`config.mk`:
```
export PLATFORM = sky130hd
export DESIGN_NAME = clip_record_controller_flat
export DESIGN_NICKNAME = d
export VERILOG_FILES = /design/src/rtl/clip_record_controller_pkg.sv /design/src/rtl/clip_record_controller_if.sv /design/src/rtl/clip_record_controller_btn_edge_sync.sv /design/src/rtl/clip_record_controller.sv /design/src/flat_wrapper.sv
export SDC_FILE = /design/constraint.sdc
export NUM_CORES = 1
export LEC_CHECK = 0
export BUFFER_PORTS_ARGS = -buffer_cell sky130_fd_sc_hd__buf_4
export CAP_MARGIN = 10
export CORE_UTILIZATION = 24
export DETAILED_ROUTE_END_ITERATION = 16
export GPL_TIMING_DRIVEN = 0
export MAX_ROUTING_LAYER = met4
export PLACE_DENSITY = 0.5
export SYNTH_ARGS = -nofsm -noshare
export SYNTH_HDL_FRONTEND = slang
export SYNTH_HIERARCHICAL = 1
export SYNTH_SLANG_ARGS = --single-unit
```
`constraint.sdc`:
```
create_clock -name clock -period 3.2 [get_ports clock]
set_input_delay 0.48 -clock clock [delete_from_list [all_inputs] [get_ports clock]]
set_output_delay 0.48 -clock clock [all_outputs]
set_load 0.02 [all_outputs]
```
`src/rtl/clip_record_controller_pkg.sv`:
```
// Shared definitions for the two-clip recorder: sequencer states and the mode
// encoding that the LED interface decodes for display.
package recorder_pkg;
   typedef enum logic [1:0] {
      IDLE   = 2'd0,
      RECORD = 2'd1,
      PLAY   = 2'd2
   } state_t;

   localparam logic [1:0] MODE_IDLE = 2'b00;
   localparam logic [1:0] MODE_REC  = 2'b01;
   localparam logic [1:0] MODE_PLAY = 2'b10;
endpackage

```
`src/rtl/clip_record_controller_if.sv`:
```
// Sample-memory strobe/address bus driven by the record/playback sequencer.
interface clip_record_controller_if #(parameter int ADDR_W = 10);
   logic [ADDR_W:0] mem_addr;
   logic            mem_we;
   logic            mem_re;

   modport master (output mem_addr, mem_we, mem_re);
   modport slave  (input  mem_addr, mem_we, mem_re);
endinterface

```
`src/rtl/clip_record_controller_btn_edge_sync.sv`:
```
// Brings a raw button into the clock domain and emits one pulse per press.
module btn_edge_sync (
   input  logic clock,
   input  logic reset_n,
   input  logic btn,
   output logic rise
);
   // [0],[1] synchronize; [2] is the one-cycle delay used for edge detection
   logic [2:0] sync_pipe;

   always_ff @(posedge clock or negedge reset_n) begin
      if (!reset_n) sync_pipe <= '0;
      else          sync_pipe <= {sync_pipe[1:0], btn};
   end

   assign rise = sync_pipe[1] & ~sync_pipe[2];
endmodule

```
`src/rtl/clip_record_controller.sv`:
```
// Record/playback sequencer: turns button presses and clip selects into
// sample-memory strobes/addresses and exports mode/clip status.
module clip_record_controller
   import recorder_pkg::*;
#(
   parameter int ADDR_W   = 10,
   parameter int CLIP_LEN = 1024
) (
   input  logic                            clock,
   input  logic                            reset_n,
   input  logic                            record_btn,
   input  logic                            play_btn,
   input  logic                            switch0,
   input  logic                            switch1,
   input  logic                            sample_tick,
   clip_record_controller_if.master        mem,
   output logic [1:0]                      mode,
   output logic                            active_clip,
   output logic [1:0]                      clip_valid,
   output logic                            done_pulse
);
   localparam logic [ADDR_W-1:0] LAST_OFF = ADDR_W'(CLIP_LEN - 1);
   localparam logic [ADDR_W:0]   FULL_LEN = (ADDR_W + 1)'(CLIP_LEN);
   localparam logic [ADDR_W:0]   ONE_LEN  = {{ADDR_W{1'b0}}, 1'b1};

   state_t            state;
   logic [ADDR_W-1:0] offset;
   logic [ADDR_W:0]   clip_len [0:1];
   logic [ADDR_W:0]   play_last;
   logic              rec_rise, play_rise;
   logic              wr, rd;

   btn_edge_sync u_rec_sync  (.clock(clock), .reset_n(reset_n), .btn(record_btn), .rise(rec_rise));
   btn_edge_sync u_play_sync (.clock(clock), .reset_n(reset_n), .btn(play_btn),   .rise(play_rise));

   // A stop press in the same cycle as a tick suppresses that tick
   assign wr = (state == RECORD) & sample_tick & ~rec_rise;
   assign rd = (state == PLAY)   & sample_tick & ~play_rise;

   assign mem.mem_we   = wr;
   assign mem.mem_re   = rd;
   assign mem.mem_addr = {active_clip, offset};

   // A clip is valid exactly when it holds a non-zero sample count
   assign clip_valid[0] = |clip_len[0];
   assign clip_valid[1] = |clip_len[1];
   assign play_last     = clip_len[active_clip] - ONE_LEN;

   always_ff @(posedge clock or negedge reset_n) begin
      if (!reset_n) begin
         state       <= IDLE;
         mode        <= MODE_IDLE;
         offset      <= '0;
         active_clip <= 1'b0;
         clip_len[0] <= '0;
         clip_len[1] <= '0;
         done_pulse  <= 1'b0;
      end else begin
         done_pulse <= 1'b0;
         case (state)
            IDLE: begin
               if (rec_rise) begin
                  active_clip       <= switch0;
                  offset            <= '0;
                  clip_len[switch0] <= '0;
                  state             <= RECORD;
                  mode              <= MODE_REC;
               end else if (play_rise && clip_valid[switch1]) begin
                  active_clip <= switch1;
                  offset      <= '0;
                  state       <= PLAY;
                  mode        <= MODE_PLAY;
               end
            end
            RECORD: begin
               if (rec_rise) begin
                  clip_len[active_clip] <= {1'b0, offset};
                  done_pulse            <= 1'b1;
                  offset                <= '0;
                  state                 <= IDLE;
                  mode                  <= MODE_IDLE;
               end else if (wr) begin
                  if (offset == LAST_OFF) begin
                     clip_len[active_clip] <= FULL_LEN;
                     done_pulse            <= 1'b1;
                     offset                <= '0;
                     state                 <= IDLE;
                     mode                  <= MODE_IDLE;
                  end else begin
                     offset <= offset + 1'b1;
                  end
               end
            end
            PLAY: begin
               if (play_rise || (rd && ({1'b0, offset} == play_last))) begin
                  done_pulse <= 1'b1;
                  offset     <= '0;
                  state      <= IDLE;
                  mode       <= MODE_IDLE;
               end else if (rd) begin
                  offset <= offset + 1'b1;
               end
            end
            default: begin
               offset <= '0;
               state  <= IDLE;
               mode   <= MODE_IDLE;
            end
         endcase
      end
   end
endmodule
```
`src/flat_wrapper.sv`:
```
// flat-port wrapper written by rule: the top's interface ports become plain ports
module clip_record_controller_flat import recorder_pkg::*;
#(
   parameter int ADDR_W   = 10,
   parameter int CLIP_LEN = 1024
)
  (clock, reset_n, record_btn, play_btn, switch0, switch1, sample_tick, mode, active_clip, clip_valid, done_pulse, mem_mem_addr, mem_mem_we, mem_mem_re);
  clip_record_controller_if #(.ADDR_W(ADDR_W)) mem_i ();
  input  logic clock;
  input  logic reset_n;
  input  logic record_btn;
  input  logic play_btn;
  input  logic switch0;
  input  logic switch1;
  input  logic sample_tick;
  output logic [1:0] mode;
  output logic active_clip;
  output logic [1:0] clip_valid;
  output logic done_pulse;
  output wire logic [$bits(mem_i.mem_addr)-1:0] mem_mem_addr;
  output wire logic [$bits(mem_i.mem_we)-1:0] mem_mem_we;
  output wire logic [$bits(mem_i.mem_re)-1:0] mem_mem_re;
  assign mem_mem_addr = mem_i.mem_addr;
  assign mem_mem_we = mem_i.mem_we;
  assign mem_mem_re = mem_i.mem_re;
  clip_record_controller #(.ADDR_W(ADDR_W), .CLIP_LEN(CLIP_LEN)) u_core (.clock(clock), .reset_n(reset_n), .record_btn(record_btn), .play_btn(play_btn), .switch0(switch0), .switch1(switch1), .sample_tick(sample_tick), .mem(mem_i), .mode(mode), .active_clip(active_clip), .clip_valid(clip_valid), .done_pulse(done_pulse));
endmodule
```
==> impl_metrics.tcl, run 1 <==
set metrics [dict create \
    status "finished clean" \
    critical_path_class "flop to flop" \
    yosys.area.top_type "dfrtp_1" \
    reg2reg_depth 11 \
    chipHeight_um 107 \
    grt_start_max_net_pins 43 \
    fin_cells 455 \
    place_congestion 0.785 \
    io_pins 26 \
    power_mw 2.25 \
    timing.rr.start "u_core/active_clip" \
    crit_path_start "u_core/active_clip" \
    clock_skew_ps 3.78 \
    worstPathArrival_ps 3290 \
    tightestPinTransition_ps 915 \
    vdd_drop_max_mv 0.281 \
    insertion_delay_ps 290 \
    die_w_um 107 \
    antenna_found_initial 0 \
    setup-tns-final_ps 0 \
    finalWorstSetupSlack_ps 85.2 \
    overflow 0 \
    synthTopCellsByArea "dfrtp_1 (40%), a22o_1 (9.0%), mux2i_1 (4.2%), xnor2_1 (2.7%), a21oi_1 (2.5%)" \
    synth-seq-area-share_pct 40.0 \
    synth_nets 280 \
    drt-pass1-iter-count 4 \
    syn_to_final_growth_pct 27.1 \
    vias_per_cell 5.07 \
    cp_data_required_time_ps 3370 \
    synth_area_sq_um 2630 \
    rsz0062_at_grt "yes" \
    finalCriticalPeriod_ps 3110 \
    grt_use_met3_pct 2.01 \
    die_area_sq_um 11400 \
    grt.met2_usage_pct 20.5 \
    hp-class "primary input to asynchronous set/reset pin" \
    drv_slew 0 \
    finalNetCount 330 \
    final_core_util_pct 31.9 \
    ctsLongestPathBuffers 2 \
    synth-seq-cells 42 \
    cp_max_fo 7 \
    h-tree-depth 2 \
    use_met1_pct 19.3 \
    cts_buffers 5 \
    drc 0 \
    place_inst 429 \
    cts_root_buf "clkbuf_8" \
    synthFlopType "dfrtp_1" \
    yosysTopAreaCellShare_pct 40.0 \
    postRouteAntennaNets 0 \
    initialDrtViolationCount 153 \
    drv_cap 0 \
    numClockSinks 42 \
    async_reset_ff_share_pct 100 \
    crit_slowest_cell "dfrtp_2" \
    worst_hold_slack_ps 176 \
    hold_violations 0 \
    relSlewSlack_pct 38.6 \
    floorplan.initialDensity_pct 25.1 \
    drive_gt1_share_pct 25.7 \
    hpwlAfterDp_um 5090 \
    cp_slowest_stage_delay_ps 460 \
    powerDensity_nw_per_um2 676 \
    hold_buffers 0 \
    synth_edf_count 0 \
    portBuffers 25 \
    synth_common_cells "dfrtp_1 (42), a22o_1 (27), nand2_1 (17)" \
    max_freq_mhz 321 \
    finalSetupViolCount 0 \
    ys_types 57 \
    syn-mean-instance-area_sq_um 9.79 \
    final_area_sq_um 3340 \
    busiest_layer "met2" \
    r2r_slack_ps 90 \
    yosysMostFrequentCell "dfrtp_1" \
    coreArea_sq_um 10500 \
    dr_total_vias 2308 \
    grt_pass1_vias 2149 \
    place_area_sq_um 2990 \
    antenna_cells 0 \
    cp_cell_sequence "buf_12 -> buf_12 -> mux2i_1 -> ha_2 -> o211ai_4 -> a2111o_1 -> a2111oi_4 -> nand4b_1 -> o21ai_4 -> nor2_4 -> a221o_1" \
    p_leak_nw 1.44 \
    rows 37 \
    cts_tree "done" \
    clkTransAtPathRegs_ps 80 \
    syn_inst 268 \
    rr_endpoint "u_core/offset[9]" \
    pre_cts_ws_ps -384 \
    grt_pass1_wl_um 11700 \
    yosys_warnings 6 \
    wl_um 7430 \
    cpMostUsedCell "buf_12" \
    cp-start-kind "flop" \
    avgRoutedWirePerCell_um 16.3 \
    end_kind "flop" \
    finalCritPeriodShare_pct 97.3 \
    grt_usage_pct 13.6 \
]
## state kept, by name, summed over array words and instances (netlist names)
| signal | count |
|---|---|
| u_core/u_play_sync/sync_pipe | 3 |
| u_core/done_pulse | 1 |
| u_core/offset | 10 |
| u_core/state | 2 |
| u_core/u_rec_sync/sync_pipe | 3 |
| u_core/clip_len | 22 |
| u_core/active_clip | 1 |
## placed cells by master (no fill, tap or decap), types with 3 or more instances in the layout
cell	instances
nand2_1	17
clkbuf_1	10
a21oi_1	11
o21ai_0	13
nand4_1	3
nor3_1	8
a31oi_1	3
nor2b_1	7
xor2_1	5
xnor2_1	8
dfrtp_1	40
a22o_1	27
buf_4	43
inv_1	10
nor2_1	13
clkbuf_8	6
nand3_1	9
nor4_1	5
o22ai_1	3
o21ai_1	4
ha_1	4
mux2i_1	9
## cells by family after synthesis
| family | Yosys count | synth area share [%] |
|---|---|---|
| buffers and inverters | 26 | 4.19 |
| AO/OA/AOI/OAI | 82 | 24.3 |
| flip-flops | 42 | 40.0 |
| multiplexers | 13 | 5.05 |
| AND/OR/NAND/NOR | 87 | 19.7 |
| XOR/XNOR | 13 | 4.34 |
| adder cells (fa/ha/maj) | 5 | 2.38 |
## final cells by class
class                      instances  area, sq um
fill                            1103         7130
multi-input combinational        200         1540
sequential                        42         1050
timing repair buffer              44          352
tap                              136          170
buffer                            15         95.1
clock buffer                       7         86.3
inverter                          10         37.5
clock inverter                     1         5.00
## routing by layer
metal  share of wire (%)  up-vias  wire length [um]
met4                 1.5        0               110
met5                   0        -                 0
met2                  45       61              3360
met1                  49     1135              3640
li1                    -     1101                 -
met3                 4.3       11               322
## power by group
group	internal, mW	leakage (nW)	switching [mW]	total (mW)
combinational	0.580	0.825	0.693	1.27
sequential	0.569	0.566	0.0577	0.626
clock	0.174	0.0482	0.181	0.356
total	1.32	1.44	0.932	2.25
## how the worst max path moves through the flow
stage                  endpoint  slack [ps]  cells after the start
3_5_place_dp   u_core/offset[9]        -380                     12
4_1_cts        u_core/offset[8]           2                     11
6_report       u_core/offset[9]          90                     11
3_3_place_gp   u_core/offset[9]        -390                     12
5_1_grt        u_core/offset[9]         -20                     11
2_1_floorplan  u_core/offset[8]          20                     12
## worst max-delay path, delay by kind of cell (launching register included)
family,cells,cell delay [ps]
AOI/OAI and AO/OA,5,1570
DFF,1,460
and+or+nand+nor,2,310
muxes,1,140
buffers and inverters,2,270
adders and majority gates,1,240
## timing repair
action,4_1_cts,5_1_grt
pin swaps,1,9
setup buffers,3,15
resized for setup,6,14
endpoints found under the setup margin,22,28
gates cloned,0,1
Power figures use the tool's default switching activity.
==> run 2: changes to the inputs <==
ABC_CLOCK_PERIOD_IN_PS = 3200   (was default)
CTS_BUF_LIST = sky130_fd_sc_hd__clkbuf_8   (was default)
==> run 2 against run 1 <==
Against the previous run:
- cell area is the same
- clock skew hardly changed
- highest routed layer unchanged
- combinational power about the same
- global-route usage unchanged
- non-clock buffer count unchanged
==> impl_metrics.tcl, run 2 (synthesis results as in run 1) <==
set metrics [dict create \
    tightestPinTransition_ps 915 \
    drc 0 \
    cpMostUsedCell "buf_12" \
    critical_path_class "flop to flop" \
    syn_to_final_growth_pct 27.1 \
    crit_slowest_cell "dfrtp_2" \
    floorplan.initialDensity_pct 25.1 \
    end_kind "flop" \
    portBuffers 25 \
    powerDensity_nw_per_um2 675 \
    cts_buffers 5 \
    grt_pass1_wl_um 11700 \
    vias_per_cell 5.07 \
    cts_tree "done" \
    io_pins 26 \
    clock_skew_ps 3.53 \
    hp-class "primary input to asynchronous set/reset pin" \
    avgRoutedWirePerCell_um 16.3 \
    coreArea_sq_um 10500 \
    grt_start_max_net_pins 43 \
    status "finished clean" \
    die_area_sq_um 11400 \
    cts_root_buf "clkbuf_8" \
    top_register "u_core/clip_len" \
    largest_reg_flops 22 \
    ctsLongestPathBuffers 2 \
    path_buf_inv 2 \
    reg_top3 "u_core/clip_len x22, u_core/offset x10" \
    cp_slowest_stage_delay_ps 460 \
    max_freq_mhz 321 \
    busiest_layer "met2" \
    finalSetupViolCount 0 \
    drt-pass1-iter-count 4 \
    cp_data_required_time_ps 3370 \
    dr_total_vias 2309 \
    rows 37 \
    die_w_um 107 \
    worstPathArrival_ps 3290 \
    cp-start-kind "flop" \
    grt.met2_usage_pct 20.5 \
    postRouteAntennaNets 0 \
    antenna_found_initial 0 \
    finalCriticalPeriod_ps 3110 \
    setup-tns-final_ps 0 \
    chipHeight_um 107 \
    antenna_cells 0 \
    grt_usage_pct 13.6 \
    clkTransAtPathRegs_ps 80 \
    r2r_slack_ps 90 \
    use_met1_pct 19.3 \
    initialDrtViolationCount 153 \
    wl_um 7430 \
    numClockSinks 42 \
    rsz0062_at_grt "yes" \
    cp_max_fo 7 \
    drv_slew 0 \
    place_congestion 0.785 \
    h-tree-depth 2 \
    drive_gt1_share_pct 25.7 \
    grt_pass1_vias 2149 \
    finalCritPeriodShare_pct 97.3 \
    overflow 0 \
    hpwlAfterDp_um 5090 \
    drv_cap 0 \
    vdd_drop_max_mv 0.281 \
    grt_use_met3_pct 2.01 \
    final_core_util_pct 31.9 \
    relSlewSlack_pct 38.6 \
    cp_cell_sequence "buf_12 -> buf_12 -> mux2i_1 -> ha_2 -> o211ai_4 -> a2111o_1 -> a2111oi_4 -> nand4b_1 -> o21ai_4 -> nor2_4 -> a221o_1" \
    hold_violations 0 \
    final_cell_mix "buf_4 (43), dfrtp_1 (40), a22o_1 (27)" \
    crit_family "compound AO/OA/AOI/OAI gates" \
    finalNetCount 330 \
    final_common_cell "buf_4" \
    p_leak_nw 1.44 \
    insertion_delay_ps 290 \
]
run 2: metrics by stage:
step                hold WS [ps]  std cells  setup slack [ps]  cell area, sq um  total power [mW]
global placement             332        429              -391              2990              1.62
finish                       175        455              85.5              3340              2.25
CTS                          197        439              20.6              3140              2.05
floorplan                    184        268              21.1              2640              1.36
global route                 210        455             -20.7              3340              2.39
detailed placement           336        429              -384              2990              1.63
run 2: area by class of cell:
class	instances	area (sq um)
plain buffers	15	95.1
clock buffers	6	82.6
clock inverters	2	8.76
fillers	1103	7130
inverters	10	37.5
multi-input cells	200	1540
flip-flops and latches	42	1050
well taps	136	170
repair buffers	44	352
run 2: worst paths after layout:
| path | start | end | cells past startpoint |
|---|---|---|---|
| max | u_core/active_clip | u_core/offset[9] | 11 |
| min | reset_n | u_core/u_play_sync/sync_pipe[0] | 1 |
| max reg2reg | u_core/active_clip | u_core/offset[9] | 11 |
| min reg2reg | u_core/u_rec_sync/sync_pipe[0] | u_core/u_rec_sync/sync_pipe[1] | 0 |
| max in group asynchronous | reset_n | u_core/offset[0] | 1 |
| min in group clock | play_btn | u_core/u_play_sync/sync_pipe[0] | 1 |
run 2: where the power goes:
part / switching [mW] / internal, mW / total [mW]
Sequential: 0.0577 / 0.569 / 0.626
Combinational: 0.693 / 0.580 / 1.27
Clock: 0.181 / 0.171 / 0.352
Total: 0.932 / 1.32 / 2.25
run 2: repair_timing:
item,4_1_cts,5_1_grt
gates cloned,0,1
hold buffers,0,0
pin swaps,1,9
setup endpoints to repair,22,25
buffers inserted,3,15
resized for setup,7,13
run 2: routing by layer:
metal	share of wire (%)	vias to the layer above
met3	4.3	11
li1	-	1101
met5	0	-
met1	49	1136
met4	1.5	0
met2	45	61
==> run 3: changes to the inputs <==
--- a/constraint.sdc
+++ b/constraint.sdc
@@ -3,2 +3,2 @@
 set_output_delay 0.48 -clock clock [all_outputs]
-set_load 0.02 [all_outputs]
+set_load 0.005 [all_outputs]
==> run 3 against run 2 <==
Against the previous run:
- sequential share of layout area decreased by 0.073 points
- critical path depth rose by 1
- flip-flop and latch count stayed put
- die area unchanged
- core utilization hardly changed
- worst setup slack lost 39 ps
- cell area grew 0.11%
- critical path type unchanged
- critical endpoint is now u_core/offset[8]
==> impl_metrics.tcl, run 3 (synthesis results as in run 1) <==
set metrics [dict create \
    wl_met2_um 3420 \
    vias_per_cell 5.11 \
    hold_buffers 0 \
    die_w_um 107 \
    end_kind "flop" \
    cts_buffers 5 \
    status "finished clean" \
    clkTransAtPathRegs_ps 80 \
    place_congestion 0.832 \
    finalCritPeriodShare_pct 98.5 \
    coreArea_sq_um 10500 \
    drc 0 \
    wl_um 7470 \
    grt_pass1_wl_um 11800 \
    powerDensity_nw_per_um2 666 \
    critical_path_class "flop to flop" \
    drv_cap 0 \
    cp-start-kind "flop" \
    worst_hold_slack_ps 166 \
    insertion_delay_ps 300 \
    rsz0062_at_grt "yes" \
    syn_to_final_growth_pct 27.3 \
    finalCriticalPeriod_ps 3150 \
    grt_pass1_vias 2160 \
    grt_usage_pct 13.7 \
    hpwlAfterDp_um 5050 \
    overflow 0 \
    nFillCells 1131 \
    io_pins 26 \
    chipHeight_um 107 \
    crit_path_start "u_core/active_clip" \
    clock_skew_ps 8.53 \
    wl_met3_um 465 \
    portBuffers 25 \
    final_common_cell "buf_4" \
    drt-pass1-iter-count 4 \
    antenna_found_initial 0 \
    die_area_sq_um 11400 \
    largest_reg_flops 22 \
    top_register "u_core/clip_len" \
    floorplan.initialDensity_pct 25.1 \
    postRouteAntennaNets 0 \
    finalSetupViolCount 0 \
    timing.rr.start "u_core/active_clip" \
    h-tree-depth 2 \
    cts_tree "done" \
    initialDrtViolationCount 152 \
    wl_met1_um 3530 \
    tightestPinTransition_ps 909 \
    hold_violations 0 \
    dr_total_vias 2356 \
    worstPathArrival_ps 3330 \
    numClockSinks 42 \
    drv_slew 0 \
    pre_cts_ws_ps -563 \
    rows 37 \
    place_area_sq_um 2990 \
    max_freq_mhz 317 \
    ctsLongestPathBuffers 2 \
    final_area_sq_um 3340 \
    setup-tns-final_ps 0 \
    hp-class "primary input to asynchronous set/reset pin" \
    reg_top3 "u_core/clip_len x22, u_core/offset x10" \
    final_cell_mix "buf_4 (49), dfrtp_1 (41), a22o_1 (27)" \
    drive_gt1_share_pct 26.5 \
    grt_start_max_net_pins 43 \
    dr.max_layer_used "met4" \
    p_leak_nw 1.47 \
    finalWorstSetupSlack_ps 46.4 \
    cts_root_buf "clkbuf_8" \
    relSlewSlack_pct 39.2 \
    antenna_cells 0 \
    vdd_drop_max_mv 0.207 \
    finalNetCount 337 \
    cp_max_fo 6 \
    cp_data_required_time_ps 3370 \
    avgRoutedWirePerCell_um 16.2 \
]
run 3: changes by cell type in the layout (fill, tap and decap cells not counted), sizes merged:
cell | previous run | this run
inv | 11 | 12
buf | 49 | 56
clkinv | 1 | 0
clkbuf | 16 | 15
run 3: worst max-delay path, cell delays in order (launching register included):
cell      delay (ps)
dfrtp_2          440
buf_12           150
buf_8            120
mux2i_1          160
ha_2             250
o211ai_4         100
buf_4            180
or4b_1           510
o211ai_1         130
a21oi_2          140
o311ai_4         450
a21oi_2          110
a221o_1          310
run 3: report_power, final:
part	leakage (nW)	switching (mW)	internal [mW]
clock network	0.0466	0.179	0.144
registers	0.568	0.0527	0.567
logic	0.858	0.657	0.625
run 3: per-layer routing:
layer / GRT usage [%] / vias to the layer above
met1: 19.7 / 1168
li1: - / 1123
met5: - / -
met4: 4.01 / 0
met2: 19.8 / 60
met3: 2.13 / 5
run 3: what timing repair did:
| item | CTS | global route |
|---|---|---|
| buffers inserted | 3 | 23 |
| resized for setup | 9 | 14 |
| endpoints found under the setup margin | 23 | 20 |
| pin swaps | 1 | 10 |
run 3: cell type report:
cell class / instances / area, sq um / area share, %
Timing Repair Buffer: 51 / 388 / 11.6
Clock inverter: 2 / 7.51 / 0.225
Sequential cell: 42 / 1050 / 31.5
Tap cell: 136 / 170 / 5.09
Multi-Input combinational cell: 200 / 1530 / 45.7
Clock buffer: 5 / 68.8 / 2.06
Inverter: 10 / 37.5 / 1.12
Buffer: 15 / 90.1 / 2.70
run 3: metrics by stage:
stage                     total power [mW]  util, %  std cells
after detailed placement              1.57     28.6        429
after global routing                  2.38     31.9        461
after global placement                1.56     28.6        429
after floorplan                       1.30        -        268
after CTS                             1.97     29.8        438
final                                 2.23     31.9        461
run 3: worst paths after layout:
path                                              endpoint  slack [ps]  cells past startpoint
max                                       u_core/offset[8]          50                     12
min                                     u_core/clip_len[6]         170                      1
max reg2reg                               u_core/offset[8]          50                     12
min reg2reg                u_core/u_play_sync/sync_pipe[1]         350                      0
max in group asynchronous               u_core/active_clip        2650                      1
min in group clock         u_core/u_play_sync/sync_pipe[0]         290                      1
